--- src/rtl/alu_pkg.sv ---
// rtl/alu_pkg.sv - shared ALU encodings, widths and arbiter state type
package alu_pkg;

  localparam int XLEN        = 32;
  localparam int ALU_OP_W    = 4;
  localparam int ALU_OP_LAST = 5;

  typedef enum logic [ALU_OP_W-1:0] {
    ALU_ADD_IMM = 4'd0,
    ALU_SUB     = 4'd1,
    ALU_AND     = 4'd2,
    ALU_OR      = 4'd3,
    ALU_XOR     = 4'd4,
    ALU_ADD     = 4'd5
  } alu_op_e;

  typedef enum logic [1:0] {
    IDLE = 2'd0,
    EXEC = 2'd1,
    RESP = 2'd2
  } arb_state_e;

endpackage

--- src/rtl/alu_ex.sv ---
// rtl/alu_ex.sv - combinational EX ALU, undefined encodings produce zero
module alu_ex
  import alu_pkg::*;
(
  input  logic [ALU_OP_W-1:0] alu_op,
  input  logic [XLEN-1:0]     rs1,
  input  logic [XLEN-1:0]     rs2,
  input  logic [XLEN-1:0]     imm,
  output logic [XLEN-1:0]     alu_result
);

  // decode the operation; arithmetic wraps modulo 2^XLEN
  always_comb begin
    alu_result = '0;
    case (alu_op)
      ALU_ADD_IMM: alu_result = rs1 + imm;
      ALU_SUB:     alu_result = rs1 - rs2;
      ALU_AND:     alu_result = rs1 & rs2;
      ALU_OR:      alu_result = rs1 | rs2;
      ALU_XOR:     alu_result = rs1 ^ rs2;
      ALU_ADD:     alu_result = rs1 + rs2;
      default:     alu_result = '0;
    endcase
  end

endmodule

--- src/rtl/rr_pick.sv ---
// rtl/rr_pick.sv - combinational round-robin picker starting after last_grant
module rr_pick #(
  parameter int N   = 2,
  parameter int IDW = 2
) (
  input  logic [N-1:0]   valid,
  input  logic [IDW-1:0] last_grant,
  output logic [N-1:0]   grant,
  output logic [IDW-1:0] grant_idx,
  output logic           grant_any
);

  // scan last_grant+1, last_grant+2, ... modulo N; first valid candidate wins
  always_comb begin
    grant     = '0;
    grant_idx = '0;
    grant_any = 1'b0;
    for (int k = 1; k <= N; k++) begin
      for (int i = 0; i < N; i++) begin
        if (!grant_any && valid[i] && (i == ((int'(last_grant) + k) % N))) begin
          grant[i]  = 1'b1;
          grant_idx = IDW'(i);
          grant_any = 1'b1;
        end
      end
    end
  end

endmodule

--- src/rtl/alu_arbiter.sv ---
// rtl/alu_arbiter.sv - round-robin sharing of one EX ALU between NREQ requesters
module alu_arbiter
  import alu_pkg::*;
#(
  parameter int NREQ = 2,
  parameter int IDW  = 2
) (
  input  logic                       clk,
  input  logic                       rst_n,
  input  logic [NREQ-1:0]            req_valid,
  output logic [NREQ-1:0]            req_ready,
  input  logic [NREQ*ALU_OP_W-1:0]   req_alu_op,
  input  logic [NREQ*XLEN-1:0]       req_rs1,
  input  logic [NREQ*XLEN-1:0]       req_rs2,
  input  logic [NREQ*XLEN-1:0]       req_imm,
  output logic                       rsp_valid,
  input  logic                       rsp_ready,
  output logic [IDW-1:0]             rsp_id,
  output logic [XLEN-1:0]            rsp_result,
  output logic                       rsp_err
);

  arb_state_e          state;
  logic [IDW-1:0]      last_grant;
  logic [ALU_OP_W-1:0] issue_op;
  logic [XLEN-1:0]     issue_rs1;
  logic [XLEN-1:0]     issue_rs2;
  logic [XLEN-1:0]     issue_imm;
  logic [IDW-1:0]      issue_id;

  logic [NREQ-1:0]     grant;
  logic [IDW-1:0]      grant_idx;
  logic                grant_any;
  logic                accept_ok;
  logic                accept;
  logic [ALU_OP_W-1:0] sel_op;
  logic [XLEN-1:0]     sel_rs1;
  logic [XLEN-1:0]     sel_rs2;
  logic [XLEN-1:0]     sel_imm;
  logic [XLEN-1:0]     alu_result;

  rr_pick #(.N(NREQ), .IDW(IDW)) u_pick (
    .valid      (req_valid),
    .last_grant (last_grant),
    .grant      (grant),
    .grant_idx  (grant_idx),
    .grant_any  (grant_any)
  );

  alu_ex u_alu (
    .alu_op     (issue_op),
    .rs1        (issue_rs1),
    .rs2        (issue_rs2),
    .imm        (issue_imm),
    .alu_result (alu_result)
  );

  // a new request may be taken when idle, or when the pending result drains this cycle
  always_comb begin
    accept_ok = (state == IDLE) || ((state == RESP) && rsp_ready);
    accept    = accept_ok && grant_any;
    req_ready = accept_ok ? grant : '0;
  end

  // one-hot mux of the winning requester's operands
  always_comb begin
    sel_op  = '0;
    sel_rs1 = '0;
    sel_rs2 = '0;
    sel_imm = '0;
    for (int i = 0; i < NREQ; i++) begin
      if (grant[i]) begin
        sel_op  = req_alu_op[i*ALU_OP_W +: ALU_OP_W];
        sel_rs1 = req_rs1[i*XLEN +: XLEN];
        sel_rs2 = req_rs2[i*XLEN +: XLEN];
        sel_imm = req_imm[i*XLEN +: XLEN];
      end
    end
  end

  // IDLE -> EXEC -> RESP control with registered response and issue capture
  always_ff @(posedge clk or negedge rst_n) begin
    if (!rst_n) begin
      state      <= IDLE;
      last_grant <= IDW'(NREQ - 1);
      issue_op   <= '0;
      issue_rs1  <= '0;
      issue_rs2  <= '0;
      issue_imm  <= '0;
      issue_id   <= '0;
      rsp_valid  <= 1'b0;
      rsp_id     <= '0;
      rsp_result <= '0;
      rsp_err    <= 1'b0;
    end else begin
      case (state)
        IDLE: begin
          if (accept) state <= EXEC;
        end
        EXEC: begin
          rsp_result <= alu_result;
          rsp_err    <= (issue_op > ALU_OP_W'(ALU_OP_LAST));
          rsp_id     <= issue_id;
          rsp_valid  <= 1'b1;
          state      <= RESP;
        end
        RESP: begin
          if (rsp_ready) begin
            rsp_valid <= 1'b0;
            state     <= accept ? EXEC : IDLE;
          end
        end
        default: state <= IDLE;
      endcase
      if (accept) begin
        issue_op   <= sel_op;
        issue_rs1  <= sel_rs1;
        issue_rs2  <= sel_rs2;
        issue_imm  <= sel_imm;
        issue_id   <= grant_idx;
        last_grant <= grant_idx;
      end
    end
  end

endmodule

--- config.mk ---
export PLATFORM = sky130hd
export DESIGN_NAME = alu_arbiter
export DESIGN_NICKNAME = d
export VERILOG_FILES = /design/src/rtl/alu_pkg.sv /design/src/rtl/alu_ex.sv /design/src/rtl/rr_pick.sv /design/src/rtl/alu_arbiter.sv
export SDC_FILE = /design/constraint.sdc
export NUM_CORES = 1
export LEC_CHECK = 0
export BUFFER_PORTS_ARGS = -buffer_cell sky130_fd_sc_hd__buf_2
export CORE_MARGIN = 2
export CORE_UTILIZATION = 40
export DETAILED_ROUTE_END_ITERATION = 7
export GPL_TIMING_DRIVEN = 0
export SLEW_MARGIN = 5
export SYNTH_ARGS = -nofsm -noshare
export SYNTH_HDL_FRONTEND = slang
export SYNTH_HIERARCHICAL = 1
export SYNTH_SLANG_ARGS = --single-unit
--- constraint.sdc ---
create_clock -name clk -period 4.1 [get_ports clk]
set_clock_uncertainty 0.1 [all_clocks]
set_input_delay 0.615 -clock clk [delete_from_list [all_inputs] [get_ports clk]]
set_output_delay 0.615 -clock clk [all_outputs]
set_load 0.02 [all_outputs]
======== After elaboration in Yosys (flattened, before gate mapping) ========
Index checks and enable logic that the tools add are counted.
storage, ports and cells
  output and inout port bits .............. 38
  bits of input ports ..................... 205
  register bits after elaboration ......... 139
cells by class
  bitwise logic cells ..................... 5
  $lt $le $gt $ge ......................... 1
  mux-type cells .......................... 26
  equal/unequal tests ..................... 11
  reduce and logical (&&, ||, !) cells .... 20
  $add $sub $neg .......................... 5
operator list
  cell                   count
  $mux W32               6
  $pmux W32 S6           1
  $add A32 B32 Y32       2
  $logic_not A32 Y1      2
  $and A32 B32 Y32       1
  $or A32 B32 Y32        1
  $sub A32 B32 Y32       1
  $xor A32 B32 Y32       1
  $mux W1                12
  $logic_and A1 B1 Y1    9
  $eq A4 B2 Y1 const B   2
  $eq A4 B3 Y1 const B   2
  $mux W4                2
  $mux W2                3
  $pmux W2 S3            1
  $eq A2 B2 Y1 const A   2
  $eq A4 B1 Y1 const B   1
  $gt A4 B3 Y1 const B   1
  $logic_not A4 Y1       1
  $ne A2 B2 Y1 const B   2
  $reduce_and A2 Y1      2
  $logic_not A1 Y1       3
  $add A1 B1 Y1 const B  2
  $and A1 B1 Y1 const A  2
  other kinds (6)        6

======== Depth between registers and ports, before layout ========
  word-level depth ........................ 21
  depth in mapped cells ................... 21

======== Cells and area by module ========
The synthesis kept the hierarchy.
modules (own cells, without submodules)
  module       area an instance (um2)  cells an instance  instances  sequential area each (um2)
  alu_arbiter  6,267.3                 436                1          3,529.6
  alu_ex       4,469.3                 672                1          0.0
  rr_pick      43.8                    7                  1          0.0

======== Worst setup path after synthesis ========
Ideal clock, no wire load.
  path kind ............................... flip-flop to flip-flop
  from .................................... register issue_rs2[14]
  to ...................................... register rsp_result[30]
  data arrival time ....................... 3,871 ps
  buffers on the path ..................... 2
  cell stages (with the launch flop) ...... 20
  path slack .............................. 4 ps
  cell sequence ........................... dfrtp_1 > or4_1 > buf_2 > nor3_1 > nand3_1 > nor3_1 > o21ai_0 > o31a_1 > o21ai_0 > ha_1 > buf_2 > a211o_1 > a21oi_1 > nand3b_1 > a21oi_1 > a2111oi_0 > o41ai_1 > xnor2_1 > o21ai_0 > mux2_2
between the ends
  cells in the longest elaborated chain, start to end .. 2
  elaborated cells between the ends (all ways) .. 3
  classes of those cells .................. 2 x add/sub; 1 x mux
RTL lines
  element                                                      line                        text
  start, declared                                              alu_arbiter.sv:27           logic [XLEN-1:0] issue_rs2;
  start signal, assigned                                       alu_arbiter.sv:118          issue_rs2 <= sel_rs2;
  $add A32 B32 Y32 / $sub A32 B32 Y32 (equally long branches)  alu_ex.sv:21, alu_ex.sv:17
  $pmux W32 S6 (*)                                             alu_ex.sv:15                case (alu_op)
  net alu_result[30]                                           alu_arbiter.sv:40           logic [XLEN-1:0] alu_result;
  end signal, assigned                                         alu_arbiter.sv:101          rsp_result <= alu_result;
  end, declared                                                alu_arbiter.sv:19           output logic [XLEN-1:0] rsp_result,
Mark *: on every way through the listed nets, which the timed path passes. The rest lies on a longest branch.
A chain may end at the register's enable or synchronous reset.

======== Worst setup path after layout ========
  from .................................... register issue_rs2[2]
  to ...................................... register rsp_result[30]
Same word-level chain as after synthesis.

==> metrics.txt <==
DRT Wirelength=36650 um; final worst setup slack=-0.1101 ns; Port Buf Inserts=242; DR top layer=met4; leading area contributor after synthesis=dfrtp_1; top cells by area, synth=dfrtp_1 32%, mux2_2 14%, ha_1 12%; wire length on met3=2045 um; Max stage delay cell, worst path=dfrtp_1; Max-Cap Viols=0; crit path max fanout=7; CTS tree=built; clock sink total=141; most frequent cells in the layout=252 x buf_2, 131 x mux2_2, 131 x dfrtp_1; vias in the first global route=9716; Slew @ Worst Pin=0.8766 ns; Site Rows=60; 1st-pass router iterations=5; antenna violations before repair=0; Worst Setup Start Kind=register; Crit. End Element=register; routability congestion estimate=0.9126; largest net degree at the start of global routing=83; layout cells sized above 1=0.4118; CTS Buffer Depth=2; Critical path origin=issue_rs2[2]; hpwl dp=27350 um; core area=26730 um^2; Worst Path Buf+Inv=0; Crit path depth=17; ys flop type=dfrtp_1; Initial Util=0.4034; Skew-Pair Late Insertion Delay=0.44 ns; Syn-to-layout area delta=29.61%; Root Driver=clkbuf_16; worst vdd ir=0.0003795 V; reg-to-reg startpoint=issue_rs2[2]; Reg-to-Reg End=rsp_result[30]; Finished Cell Area=13970 um^2; CP endpoint=rsp_result[30]; worst path arrival time=4.43 ns; Rel. slew slack=0.4156; FF-to-FF path depth=17; Die X-Extent=168.2 um; failing checks=negative setup slack; CTS buffer count=17; final period utilization=1.027; Final setup viols=5; layout net count=1723; r2r setup slk=-0.11 ns; Routed Antenna Nets=0; PD cells=884.9 nW/um^2; Yosys reg bits=141; Hold WC Path Type=primary input to async pin; Worst EP required=4.32 ns; final hold vios=0; detailed-routed wire length on met2=16760 um; Setup CP Type=register to register; Leak=6.705 nW; Top Ports=243; DIE AREA=28280 um^2; gr usage total=0.2549; sequential fraction of the synthesis area=0.3274; top cell type's share of synthesized area=0.3250; EDFF count, synth=0; vias post-DR=10120; max-slew violations=0; die height=168.2 um; CP top delay family=compound AO/OA/AOI/OAI gates; grt ovf=0; cell breakdown of the critical path=nor3_4 > and4_2 > nand3_2 > nor3_4 > o21ai_1 > o31a_1 > o21ai_2 > ha_4 > a211o_1 > a21oi_2 > nand3b_1 > a21oi_2 > a2111oi_4 > o41ai_2 > xnor2_1 > o21ai_1 > mux2_4; clock period minus worst slack=4.210 ns; RSZ-0062 raised after global routing=yes; clock-pin slew on the worst setup and hold paths=0.08 ns; Gate Count Post-Synth=1115; leading cell type in the layout, fill and taps excluded=buf_2; syn_nets=1423; ant diodes=0; Hold-fix buffers, CTS=0; DRC=0; global-route wire length before repair=55210 um; syn avg cell area=9.668 um^2; TNS Setup=-0.2000 ns; Fill cells=2438; routed length per instance=20.72 um; Largest stage delay, worst path=0.51 ns; Sequential cell area=3541 um^2; area of the multi-input gates=7172 um^2; ys async rst share=1.000; drt via density=5.720; htree depth=4; outcome=finished, violations left; drt first-iter violations=717; Area after DPL=12450 um^2; Synth Warn #=6; WL met1=16850 um; Max Freq=0.2375 GHz; synth unique cells=66; post-synthesis instance area=10780 um^2
==> kinds of logic (layout without fill, tap and decap cells) <==
group                    after synthesis  after routing  synth area share
buffers and inverters                150            463           0.05942
XOR/XNOR                              36             36           0.02995
other                                  1              1         0.0003479
flip-flops                           141            141            0.3274
AO/OA/AOI/OAI                        356            356            0.2335
adder cells (fa/ha/maj)              103            103            0.1202
AND/OR/NAND/NOR                      189            189           0.08415
multiplexers                         139            139            0.1450
==> per-layer routing <==
layer  vias to the layer above  GRT usage
li1                       4727          -
met4                         0    0.08733
met5                         -          0
met2                       395     0.4073
met3                        47    0.03573
met1                      4949     0.3561
==> through the flow <==
stage	worst slack [ns]	power [mW]	instances	hold WS, ns	util
after detailed placement	-0.9347	9.419	1699	0.3729	0.4659
after global routing	-0.2442	13.19	1769	0.08116	0.5228
after global placement	-0.9333	9.325	1698	0.3695	0.4647
after floorplan	0.004272	7.358	1115	0.2194	-
after CTS	0.00004219	11.71	1754	0.07123	0.5078
final	-0.1101	12.36	1769	0.04915	0.5228
==> timing repair <==
item	CTS	global route
setup buffers	27	18
endpoints found under the setup margin	22	20
resized for setup	88	72
pin swaps	31	33
==> layout make-up <==
cell class                      instances  share of cell area
Clock inverter                         15             0.01361
Inverter                               79             0.02122
Sequential cell                       141              0.2534
Multi-Input combinational cell        824              0.5133
Clock buffer                           17             0.03045
Timing Repair Buffer                  288              0.1133
Buffer                                 64             0.02418
Tap cell                              341             0.03054
==> worst min-delay path by stage <==
stage	startpoint	end	slack, ns
after global placement	state[1]	rsp_valid	0.37
after detailed placement	state[1]	rsp_valid	0.37
after global routing	rst_n	rsp_valid	0.08
final	rst_n	rsp_valid	0.05
after floorplan	rst_n	issue_id[0]	0.22
after CTS	rst_n	rsp_valid	0.07
==> state kept, by name, indices dropped and copies added, names as in the netlist <==
| signal | flops |
|---|---|
| state | 2 |
| last_grant | 2 |
| rsp_result | 32 |
| rsp_err | 1 |
| rsp_id | 2 |
| issue_imm | 32 |
| issue_rs2 | 32 |
| issue_id | 1 |
| issue_op | 4 |
| issue_rs1 | 32 |
| rsp_valid | 1 |
==> power breakdown <==
| group | switching (mW) | internal, mW | total (mW) | leakage, nW |
|---|---|---|---|---|
| clock network | 0.737 | 0.884 | 1.62 | 0.303 |
| registers | 0.832 | 2.04 | 2.87 | 1.78 |
| logic | 4.34 | 3.53 | 7.87 | 4.62 |
==> synthesized netlist by cell type, types with 6 or more instances <==
cell type  count
o211ai_1       6
inv_1         78
buf_2         14
nand4_1        8
nand2_1       66
a221oi_1      26
o31a_1        10
a21o_1        16
nor3_1        15
clkbuf_1      42
a311oi_1       6
xor2_1         8
buf_4         12
xnor2_1       27
ha_1         102
mux2_2       136
a31oi_1       10
dfrtp_1      140
o31ai_1        6
nor2_1        52
o21ai_0       85
a21oi_1       53
nand3_1       12
a22o_1        98
Note: power is estimated with default switching activity, not from simulation.
